## config.mk

```make
export PLATFORM = sky130hd
export DESIGN_NAME = qpsram_qpi_ctrl
export DESIGN_NICKNAME = d
export VERILOG_FILES = /design/src/rtl/qpsram_pkg.sv /design/src/rtl/qpsram_nibble_shift.sv /design/src/rtl/qpsram_qpi_ctrl.sv
export SDC_FILE = /design/constraint.sdc
export NUM_CORES = 1
export LEC_CHECK = 0
export ABC_AREA = 1
export CAP_MARGIN = 0
export CORE_MARGIN = 8
export CORE_UTILIZATION = 49
export DETAILED_ROUTE_END_ITERATION = 16
export PLACE_DENSITY = 0.77
export SETUP_SLACK_MARGIN = 0.1
export SLEW_MARGIN = 20
export SYNTH_ARGS = -nofsm -noshare
export SYNTH_HDL_FRONTEND = slang
export SYNTH_SLANG_ARGS = --single-unit
export TNS_END_PERCENT = 20
```

## constraint.sdc

```tcl
create_clock -name clock -period 1.8 [get_ports clock]
set_input_delay 0.36 -clock clock [delete_from_list [all_inputs] [get_ports clock]]
set_output_delay 0.36 -clock clock [all_outputs]
set_load 0.01 [all_outputs]
```

## src/rtl/qpsram_pkg.sv

```systemverilog
// qpsram_pkg: shared states, opcodes and phase lengths for the QPI burst controller.
// Imported by qpsram_qpi_ctrl and qpsram_nibble_shift.
package qpsram_pkg;

  typedef enum logic [2:0] {
    IDLE,
    CMD,
    ADDR,
    DUMMY,
    DATA,
    GAP
  } state_t;

  localparam logic [7:0] CMD_READ  = 8'hEB;
  localparam logic [7:0] CMD_WRITE = 8'h38;
  localparam int         CMD_NIB   = 2;
  localparam int         ADDR_NIB  = 6;

endpackage

```

## src/rtl/qpsram_nibble_shift.sv

```systemverilog
// qpsram_nibble_shift: 32-bit load / shift-left-by-4 register.
// Top nibble feeds the transmit path, bottom nibble the receive byte assembly.
module qpsram_nibble_shift
  import qpsram_pkg::*;
(
  input  logic        clock,
  input  logic        reset,
  input  logic        load,
  input  logic        shift,
  input  logic [31:0] load_val,
  input  logic [3:0]  din,
  output logic [3:0]  msb_nib,
  output logic [3:0]  lsb_nib
);

  logic [31:0] q;

  // load wins over shift; shift moves toward the MSB
  always_ff @(posedge clock) begin
    if (reset) begin
      q <= '0;
    end else if (load) begin
      q <= load_val;
    end else if (shift) begin
      q <= {q[27:0], din};
    end
  end

  assign msb_nib = q[31:28];
  assign lsb_nib = q[3:0];

endmodule

```

## src/rtl/qpsram_qpi_ctrl.sv

```systemverilog
// qpsram_qpi_ctrl: QPI burst controller (cmd, addr, dummy, data nibbles).
// Define QPSRAM_WRITE_EN to add write bursts (req_write, wr_data, wr_next).
module qpsram_qpi_ctrl
  import qpsram_pkg::*;
#(
  parameter int DUMMY_CYCLES = 6,
  parameter int SAMPLE_DELAY = 1,
  parameter int CS_GAP       = 2
) (
  input  logic        clock,
  input  logic        reset,
  input  logic        req_valid,
  output logic        req_ready,
  input  logic [23:0] req_addr,
  input  logic [7:0]  req_len,
  output logic [7:0]  rd_data,
  output logic        rd_valid,
  output logic        busy,
  output logic        cs_n,
  output logic        sclk_en,
  output logic [3:0]  io_out,
  output logic        io_oe,
  input  logic [3:0]  io_in
`ifdef QPSRAM_WRITE_EN
  ,
  input  logic        req_write,
  input  logic [7:0]  wr_data,
  output logic        wr_next
`endif
);

  state_t                  st;
  logic [9:0]              cnt;
  logic [8:0]              len_q;
  logic [9:0]              nib_total;
  logic [9:0]              data_last;
  logic [3:0]              io_q;
  logic [SAMPLE_DELAY-1:0] pipe;
  logic                    cap;
  logic                    cap_lo;
  logic                    wr_q;
  logic [7:0]              cmd;
  logic                    sh_shift;
  logic [3:0]              sh_din;
  logic [3:0]              sh_msb;
  logic [3:0]              sh_lsb;

`ifdef QPSRAM_WRITE_EN
  assign cmd = req_write ? CMD_WRITE : CMD_READ;

  // direction of the burst is fixed at acceptance
  always_ff @(posedge clock) begin
    if (reset) begin
      wr_q <= 1'b0;
    end else if (req_valid && req_ready) begin
      wr_q <= req_write;
    end
  end

  assign io_out  = (wr_q && st == DATA)
                 ? (cnt[0] ? wr_data[3:0] : wr_data[7:4])
                 : io_q;
  assign wr_next = wr_q && st == DATA && cnt[0];
`else
  assign cmd    = CMD_READ;
  assign wr_q   = 1'b0;
  assign io_out = io_q;
`endif

  assign busy      = !req_ready;
  assign nib_total = {len_q, 1'b0};
  assign data_last = wr_q ? nib_total - 10'd1
                          : nib_total + 10'(SAMPLE_DELAY - 1);
  assign cap       = pipe[SAMPLE_DELAY-1];
  assign sh_shift  = (st == CMD)
                   || (st == ADDR && cnt != 10'(ADDR_NIB - 1))
                   || (cap && !cap_lo);
  assign sh_din    = cap ? io_in : 4'h0;

  qpsram_nibble_shift u_shift (
    .clock    (clock),
    .reset    (reset),
    .load     (req_valid && req_ready),
    .shift    (sh_shift),
    .load_val ({cmd[3:0], req_addr, 4'h0}),
    .din      (sh_din),
    .msb_nib  (sh_msb),
    .lsb_nib  (sh_lsb)
  );

  // burst sequencer; every bus output is registered for the coming cycle
  always_ff @(posedge clock) begin
    if (reset) begin
      st        <= IDLE;
      cnt       <= '0;
      len_q     <= '0;
      cs_n      <= 1'b1;
      sclk_en   <= 1'b0;
      io_oe     <= 1'b0;
      io_q      <= '0;
      req_ready <= 1'b1;
      rd_valid  <= 1'b0;
      rd_data   <= '0;
      pipe      <= '0;
      cap_lo    <= 1'b0;
    end else begin
      rd_valid <= 1'b0;
      for (int i = SAMPLE_DELAY - 1; i > 0; i--) begin
        pipe[i] <= pipe[i-1];
      end
      pipe[0] <= (st == DATA) && sclk_en && !wr_q;
      if (cap) begin
        if (cap_lo) begin
          rd_data  <= {sh_lsb, io_in};
          rd_valid <= 1'b1;
        end
        cap_lo <= !cap_lo;
      end
      unique case (st)
        IDLE: begin
          if (req_valid) begin
            st        <= CMD;
            cnt       <= '0;
            len_q     <= (req_len == 8'd0) ? 9'd256 : {1'b0, req_len};
            cs_n      <= 1'b0;
            sclk_en   <= 1'b1;
            io_oe     <= 1'b1;
            io_q      <= cmd[7:4];
            req_ready <= 1'b0;
          end
        end
        CMD: begin
          io_q <= sh_msb;
          if (cnt == 10'(CMD_NIB - 1)) begin
            st  <= ADDR;
            cnt <= '0;
          end else begin
            cnt <= cnt + 10'd1;
          end
        end
        ADDR: begin
          if (cnt == 10'(ADDR_NIB - 1)) begin
            cnt   <= '0;
            io_oe <= wr_q;
            io_q  <= '0;
            st    <= (wr_q || DUMMY_CYCLES == 0) ? DATA : DUMMY;
          end else begin
            cnt  <= cnt + 10'd1;
            io_q <= sh_msb;
          end
        end
        DUMMY: begin
          if (cnt == 10'(DUMMY_CYCLES - 1)) begin
            st  <= DATA;
            cnt <= '0;
          end else begin
            cnt <= cnt + 10'd1;
          end
        end
        DATA: begin
          cnt     <= cnt + 10'd1;
          sclk_en <= (cnt + 10'd1) < nib_total;
          if (cnt == data_last) begin
            st      <= GAP;
            cnt     <= '0;
            cs_n    <= 1'b1;
            sclk_en <= 1'b0;
            io_oe   <= 1'b0;
          end
        end
        GAP: begin
          if (cnt == 10'(CS_GAP - 1)) begin
            st        <= IDLE;
            cnt       <= '0;
            req_ready <= 1'b1;
          end else begin
            cnt <= cnt + 10'd1;
          end
        end
        default: st <= IDLE;
      endcase
    end
  end

endmodule
```

After elaboration in Yosys (flattened, before gate mapping):

Index checks and enable logic that the tools add are counted.

* add/subtract/negate cells: 1
* div/mod/pow operators: 0
* equal/unequal tests: 15
* bitwise logic cells: 1
* order comparisons: 1
* reductions and logical operators: 29
* multiply operators: 0
* mux-type cells: 31
* shift operators: 0

Operators by type and width (count)
* two-way mux 32 bit: 2
* two-way mux 10 bit: 4
* case mux 10 bit (4 select lines): 1
* two-way mux 3 bit: 6
* case mux 3 bit (6 select lines): 1
* two-way mux 4 bit: 3
* case mux 4 bit (3 select lines): 1
* adder 10 x 1 -> 10 bit (second input constant): 1
* equality test 10 x 1 -> 1 bit (second input constant): 1
* equality test 10 bit: 1
* equality test 10 x 3 -> 1 bit (second input constant): 1
* less-than comparator 10 bit: 1
* != test 10 x 3 -> 1 bit (second input constant): 1
* AND reduction 2 bit: 5
* two-way mux 9 bit: 1
* logical NOT 8 bit: 1
* two-way mux 1 bit: 8
* OR reduction 2 bit: 4
* equality test 3 x 2 -> 1 bit (second input constant): 2
* equality test 3 bit (second input constant): 2
* != test 2 x 1 -> 1 bit (second input constant): 3
* != test 2 bit (second input constant): 3
* case mux 1 bit (2 select lines): 3
* AND reduction 3 bit: 2
* other kinds (12): 20

* bits in registers: 73
* memory bits (writable): 0
* latch bits: 0
* ROM bits: 0
* memories: 0
* input bits: 39
* logic and storage cells: 92

Depth between registers and ports, before layout:

Gate-level depths: netlist (run 1).

* word-level depth: 6
* mapped depth: 13
* mapped depth without buffers: 13

Hierarchy:

Synthesis (run 1) repeated with hierarchy kept, for this count alone.

* cell total of the unflattened synthesis: 598
* area total of the unflattened synthesis: 3991.3 um^2

Modules (own cells, without submodules)
* qpsram_qpi_ctrl: instances 1, area each 2322.2 um^2, cells an instance 343
* qpsram_nibble_shift: instances 1, area each 1669.1 um^2, cells an instance 255

Worst setup path after synthesis (run 1):

Ideal clock, no wire load.

* path kind: flip-flop to flip-flop
* start point: register cnt[2]
* end point: register sclk_en
* stages on the path, launching flop included: 13
* data arrival time: 1836 ps
* data required time: 1730 ps
* path slack: -107 ps
* cell sequence: dfxtp_1 buf_2 nand2_1 nor2_1 nand3_1 xor2_1 ha_1 a21oi_1 o21a_1 nor2_1 nor2_1 nand4_1 a21oi_1

* word-level cells in the longest chain between the ends: 4
* elaborated cells between the ends (all ways): 5
* classes of those cells: add/sub: 1; order compare: 1; eq/ne: 1; mux: 2

Ends and longest elaborated chain
* start, declared: RTL line qpsram_qpi_ctrl.sv:33 `logic [9:0] cnt;`
* start signal, assigned: RTL line qpsram_qpi_ctrl.sv:138 `cnt <= cnt + 10'd1;`
* start signal, assigned: RTL line qpsram_qpi_ctrl.sv:148 `cnt <= cnt + 10'd1;`
* start signal, assigned: RTL line qpsram_qpi_ctrl.sv:157 `cnt <= cnt + 10'd1;`
* adder 10 x 1 -> 10 bit: RTL line qpsram_qpi_ctrl.sv:162 `sclk_en <= (cnt + 10'd1) < nib_total;`
* less-than comparator 10 bit: RTL line qpsram_qpi_ctrl.sv:162
* two-way mux 1 bit *: RTL line qpsram_qpi_ctrl.sv:163 `if (cnt == data_last) begin`
* case mux 1 bit (2 select lines) *: RTL line qpsram_qpi_ctrl.sv:119 `unique case (st)`
* end signal, assigned: RTL line qpsram_qpi_ctrl.sv:162
* end, declared: RTL line qpsram_qpi_ctrl.sv:20 `output logic sclk_en,`

Every way passes the cells marked *; elsewhere a longest branch is shown, timed or not.
A chain may end at the register's enable or synchronous reset.

Worst setup path after layout (run 1):

* start point: register cnt[1]
* end point: register sclk_en

Same word-level chain as after synthesis.

==> summary.md, run 1 <==
| Metric | Value |
|---|---|
| Status | complete, but fails checks |
| Failing checks | setup timing |
| Comb pwr share | 0.527 |
| Routed vias/inst | ~5.4 |
| N_diodes | 0 |
| CP Launch Type | flip-flop |
| Die Y | around 110 um |
| Starting Density | 0.510 |
| DP Wirelength | between 7 and 8 mm |
| Syn avg cell area | between 6 and 7 um2 |
| Worst EP arrival | about 2.4 ns |
| Crit end category | flip-flop |
| M1 wire length | just over 5 mm |
| Met3 routed WL | about 900 um |
| Ports | 57 |
| Initial DRC Count | 336 |
| Critical path peak fanout | 3 |
| Root Driver | clkbuf_8 |
| Sink Count | 73 |
| H-Tree Depth | 3 |
| Full die area | 11200 um2 |
| IO Port Bufs | 56 |
| # setup viols final | 36 |
| Synthesized flop and latch total | 73 |
| Layout cells sized above 1 | 0.249 |
| Final instance area | around 6000 um2 |
| Clock Power Share | 0.163 |
| Max Cap Violations | 0 |
| Crit-path cells | nand2_2, nor2_4, nand2_4, o21ai_2, nand2_2, ha_4, a21oi_1, o21ai_1, nor2_1, nand4_1, a21oi_2 |
| Post-synth ARST share | 0 |
| Syn Nets | ~650 |
| Fin nets | roughly 760 |
| Clk_skew | roughly 0.0093 ns |
| Die width | between 100 and 150 um |
| First-pass GRT wire length | approximately 20 mm |
| Largest net degree at the start of global routing | 26 |
| Worst Path Buf+Inv | 0 |
| Slowest cell delay on critical path | ~0.38 ns |
| Setup TNS | -3.08 ns |
| All-Layer GR Usage | 0.218 |
| EDFF count, synth | 0 |
| Hold Crit Class | reg -> reg |
| Tmin final | 2.08 ns |
| Antenna Nets Post-Route | 0 |
| Drt total wl | 13.1 mm |
| Rows | 32 |
| NetSw | 3070 uW |
| Share of total power in sequential cells | 0.310 |
| Unrepaired setup endpoints after global routing | true |
| WL met2 | ~6.7 mm |
| Setup CP Type | reg -> reg |
| Routed vias | ~4400 |
| Fmax | approximately 480 MHz |
| Post-DP Area | 4890 um2 |
| Area of the mapped netlist | ~4000 um2 |
| Least-Margin Pin Slew | ~0.62 ns |
| Clock buffer count from CTS | 9 |
| Fin crit share | 1.15 |
| Most used DFF post-synth | dfxtp_1 |
| Hold Violations, Final | 0 |
| Routability cong. | approximately 0.86 |
| Vias in the first global route | roughly 4400 |
| Largest delay contributor family on the critical path | simple AND/OR/NAND/NOR gates |
| Total grt overflow | 0 |
| DP Worst Slack | -0.240 ns |
| Netlist cell types | 31 |
| WL/cell | around 16 um |
| Synth-to-Final Area Change | 47.6% |
| Relative slew slack | 0.586 |
| Post-Synthesis Cells | 604 |
| Sw Share | 0.426 |
| Clk buf depth | 2 |
| Internal | 4140 uW |
| CTS tree | built |
| CORE AREA | just under 8000 um2 |
| Cell mode on critical path | nand2_2 |
| Slowest stage cell on the critical path | dfxtp_4 |
| Leakage | roughly 0.0026 uW |
| Register area share after synthesis | 0.369 |
| Worst-path clk slew | roughly 0.08 ns |
| Slew Limit Fails | 0 |
| Total power | roughly 7200 uW |
| Peak VDD IR | 0.000974 V |
| Ys Warns | 0 |
| Worst EP required | 2.08 ns |
| Clk_lat worst skew | approximately 0.35 ns |
| DRC | 0 |
| Post-CTS Hold Buffers | 0 |
| Power per Cell Area | approximately 1200 nW/um2 |
| DR pass1 iterations | 5 |
| Post-route setup slack | -0.276 ns |
| Post-layout util | 0.752 |
| Top Metal Used | met4 |
| Initial antenna violation count | 0 |
[metal layers]
layer / vias up / GRT usage
met5: - / 0
met4: 0 / 0.0945
met3: 56 / 0.0463
met2: 210 / 0.387
met1: 2039 / 0.246
li1: 2113 / -
[registers in the layout, indices dropped and copies added (netlist names)]
register / count
u_shift.q: 32
cnt: 10
len_q: 9
rd_data: 8
io_out: 4
st: 3
cap: 1
cap_lo: 1
cs_n: 1
io_oe: 1
rd_valid: 1
req_ready: 1
sclk_en: 1
[synthesized netlist by cell type, types with 2 or more instances]
cell | number | area [um2]
a211oi_1 | 2 | 15.0
a21oi_1 | 16 | 80.1
buf_2 | 6 | 30.0
buf_6 | 4 | 45.0
clkbuf_1 | 14 | 52.6
dfxtp_1 | 73 | 1460
ha_1 | 10 | 125
inv_1 | 81 | 304
inv_2 | 5 | 18.8
nand2_1 | 149 | 559
nand3_1 | 52 | 260
nand3_2 | 2 | 20.0
nand4_1 | 16 | 100
nor2_1 | 92 | 345
nor2_2 | 16 | 100
nor2_4 | 2 | 22.5
nor3_1 | 7 | 35.0
o211ai_1 | 5 | 37.5
o21ai_0 | 28 | 140
o21ai_1 | 8 | 40.0
xor2_1 | 6 | 52.6
[worst reg2reg max path, cell delays in order (launching register included)]
cell and delay, ns:
dfxtp_4 0.38, nand2_2 0.07, nor2_4 0.20, nand2_4 0.10, o21ai_2 0.14, nand2_2 0.10
ha_4 0.25, a21oi_1 0.17, o21ai_1 0.12, nor2_1 0.14, nand4_1 0.16, a21oi_2 0.18
[cells by family (layout without fill, tap and decap cells)]
kind of cell / count (synthesis) / after routing / share of synthesized area
AO/OA/AOI/OAI: 62 / 62 / 0.0850
XOR/XNOR: 6 / 6 / 0.0133
buffers and inverters: 111 / 221 / 0.116
flip-flops: 73 / 73 / 0.369
adder cells (fa/ha/maj): 10 / 10 / 0.0316
AND/OR/NAND/NOR: 342 / 342 / 0.385
[metrics by stage]
stage	instances	hold WS, ns
after floorplan	604	0.441
after global placement	775	0.451
after detailed placement	775	0.463
after CTS	810	0.476
after global routing	816	0.506
final	816	0.473
[power by group through the flow]
stage	clock [uW]	sequential, uW	combinational [uW]
after floorplan	0	2180	1660
after global placement	0	2190	2470
after detailed placement	0	2200	2510
after CTS	1170	2200	3340
after global routing	1260	2260	4070
final	1180	2240	3800
[layout by cell type, fill, tap and decap left out, types with 3 or more instances in the layout]
cell,instances
nand2_1,140
buf_4,44
o21ai_1,7
nand2_4,3
nand3_4,6
a21oi_1,12
nor3_1,5
clkinv_2,3
dfxtp_1,68
clkdlybuf4s50_1,54
ha_1,3
nand3_2,12
a21oi_2,4
nor2_2,10
nand3_1,36
o21ai_2,7
buf_16,4
inv_1,78
xor2_1,4
nand2_2,8
o21ai_0,23
nand4_1,16
buf_12,4
o211ai_1,5
nor2_4,23
nor2_1,77
clkbuf_8,10
ha_4,7
buf_6,8
dfxtp_4,3
inv_2,7
[worst paths after layout]
path | cells after the start | to | slack (ns) | start
max | 11 | sclk_en | -0.28 | cnt[1]
min | 2 | rd_data[5] | 0.47 | rd_data[5]
max reg2reg | 11 | sclk_en | -0.28 | cnt[1]
min reg2reg | 2 | rd_data[5] | 0.47 | rd_data[5]
[area by class of cell]
type | instances | area (um2)
Clock inverter | 5 | 31.3
Tap cell | 102 | 128
Multi-Input combinational cell | 420 | 2500
Inverter | 86 | 325
Sequential cell | 73 | 1480
Clock buffer | 11 | 141
Fill cell | 529 | 1930
Timing Repair Buffer | 119 | 1240
[what timing repair did]
item,CTS,global route
pin swaps,31,33
gates cloned,5,1
buffers inserted,14,6
resized for setup,65,53
endpoints found under the setup margin,36,53
hold endpoints to repair,0,0
(Power assumes the default switching activity.)
==> run 2, diff against run 1 <==
CORE_UTILIZATION = 45   (was 49)
PLACE_DENSITY = 0.72   (was 0.77)
==> summary.md, run 2 (synthesis gave the netlist of run 1 again) <==
| Metric | Value |
|---|---|
| Clock buffer count from CTS | 9 |
| Routed vias/inst | 5.07 |
| DRC | 0 |
| Slew Limit Fails | 0 |
| Commonest non-fill, non-tap cell in the layout | nand2_1 |
| Top Metal Used | met4 |
| DR pass1 iterations | 4 |
| Status | complete, but fails checks |
| Power per Cell Area | between 1000 and 1500 nW/um2 |
| Starting Density | 0.458 |
| Routability cong. | 0.868 |
| Max Cap Violations | 0 |
| Biggest register | u_shift.q |
| All-Layer GR Usage | 0.189 |
| Fmax | about 550 MHz |
| Full die area | ~12000 um2 |
| Total grt overflow | 0 |
| # setup viols final | 2 |
| Clk_lat worst skew | about 0.35 ns |
| Least-Margin Pin Slew | roughly 0.70 ns |
| H-Tree Depth | 3 |
| Critical path peak fanout | 5 |
| Layout cells sized above 1 | 0.233 |
| DP Wirelength | 7.88 mm |
| Largest register FFs | 32 |
| Met3 routed WL | approximately 440 um |
| Antenna Nets Post-Route | 0 |
| Root Driver | clkbuf_8 |
| Total power | 6910 uW |
| Clk buf depth | 2 |
| CTS tree | built |
| Hold Crit Class | reg -> reg |
| Rows | 34 |
| Leakage | between 0.002 and 0.003 uW |
| DP Worst Slack | -0.119 ns |
| Worst-path clk slew | 0.08 ns |
| Tmin final | roughly 1.8 ns |
| WL/cell | approximately 14 um |
| Post-route setup slack | -0.0224 ns |
| First-pass GRT wire length | roughly 18 mm |
| Die width | 110 um |
| Sink Count | 73 |
| Post-DP Area | around 4900 um2 |
| CORE AREA | between 8000 and 9000 um2 |
| Vias in the first global route | about 4200 |
| Fin crit share | 1.01 |
| Post-CTS Hold Buffers | 0 |
| N_diodes | 0 |
| WL met2 | between 5 and 6 mm |
| Ports | 57 |
| Routed vias | about 4200 |
| Synth-to-Final Area Change | 43.9% |
| Failing checks | setup timing |
| Largest net degree at the start of global routing | 25 |
| Setup CP Type | reg -> reg |
| Most frequent cells in the layout | nand2_1 (139), nor2_1 (84), inv_1 (78) |
| CP Launch Type | flip-flop |
| Peak VDD IR | 0.000810 V |
| Drt total wl | between 10 and 15 mm |
| Initial DRC Count | 182 |
| Clk_skew | 0.0181 ns |
| Worst EP arrival | 2.11 ns |
| Unrepaired setup endpoints after global routing | true |
| Worst EP required | around 2.1 ns |
| M1 wire length | just under 5 mm |
| Relative slew slack | 0.530 |
| Largest regs | u_shift.q: 32 flops, cnt: 10 flops, len_q: 9 flops |
| Hold Violations, Final | 0 |
| Final instance area | ~5700 um2 |
| IO Port Bufs | between 50 and 60 |
| Crit end category | flip-flop |
| Die Y | between 100 and 150 um |
| Initial antenna violation count | 0 |
| Fin nets | approximately 760 |
==> run 2: cell types whose count changed in the layout (fill, tap and decap cells not counted), moves of 2 or more <==
cell / previous run / this run
bufinv_16: 0 / 2
o21ai_1: 7 / 5
nor2_2: 10 / 20
buf_12: 4 / 2
nand3_2: 12 / 4
nand3_1: 36 / 45
nor2_1: 77 / 84
buf_4: 44 / 52
nor2_4: 23 / 6
clkinv_2: 3 / 1
buf_16: 4 / 2
==> run 2: through the flow <==
stage,setup TNS (ns),hold WS (ns),utilization,std cells
after CTS,-0.0332,0.475,0.627,819
after global routing,-1.32,0.502,0.659,825
after detailed placement,-0.723,0.464,0.571,789
after floorplan,-0.0147,0.441,-,604
after global placement,-0.0618,0.451,0.571,789
final,-0.0396,0.472,0.659,825
==> run 2: worst max-delay path, stage by stage (launching register included) <==
cell       delay, ns
dfxtp_4         0.37
buf_6           0.13
inv_4           0.05
ha_4            0.13
nand3_4         0.07
nor2_4          0.12
nand2_4         0.08
nand2_8         0.08
nand3_4         0.17
buf_6           0.21
clkbuf_16       0.15
o21ai_0         0.07
o21ai_1         0.08
nor2_1          0.07
==> run 2: power by group <==
| part | total [uW] | switching (uW) | leakage, uW | internal [uW] |
|---|---|---|---|---|
| logic | 3290 | 1810 | 0.00190 | 1490 |
| clock network | 1420 | 630 | 0.000107 | 786 |
| registers | 2200 | 251 | 0.000602 | 1950 |
| total | 6910 | 2690 | 0.00261 | 4230 |
==> run 2: layout make-up <==
| cell class | instances | area, um2 |
|---|---|---|
| flip-flops and latches | 73 | 1480 |
| clock inverters | 6 | 90.1 |
| fillers | 728 | 2940 |
| multi-input cells | 420 | 2340 |
| inverters | 86 | 325 |
| clock buffers | 10 | 128 |
| repair buffers | 122 | 1190 |
| well taps | 108 | 135 |
==> run 2: path summary, 6_finish.rpt <==
path              slack (ns)  cells past startpoint  startpoint            to
setup / recovery       -0.02                     13      cnt[1]  u_shift.q[2]
hold reg to reg         0.47                      2      cap_lo        cap_lo
hold / removal          0.47                      2      cap_lo        cap_lo
setup reg to reg       -0.02                     13      cnt[1]  u_shift.q[2]
==> run 2: repair_timing <==
item	CTS	global route
buffers inserted	12	4
gates resized for setup	34	45
pin swaps	24	30
gates cloned	2	2
setup endpoints to repair	35	53
==> run 2: metal layers <==
layer | vias to the layer above | global-route usage
li1 | 2115 | -
met1 | 1950 | 0.220
met2 | 89 | 0.327
met3 | 32 | 0.0375
met4 | 0 | 0.0868
met5 | - | 0
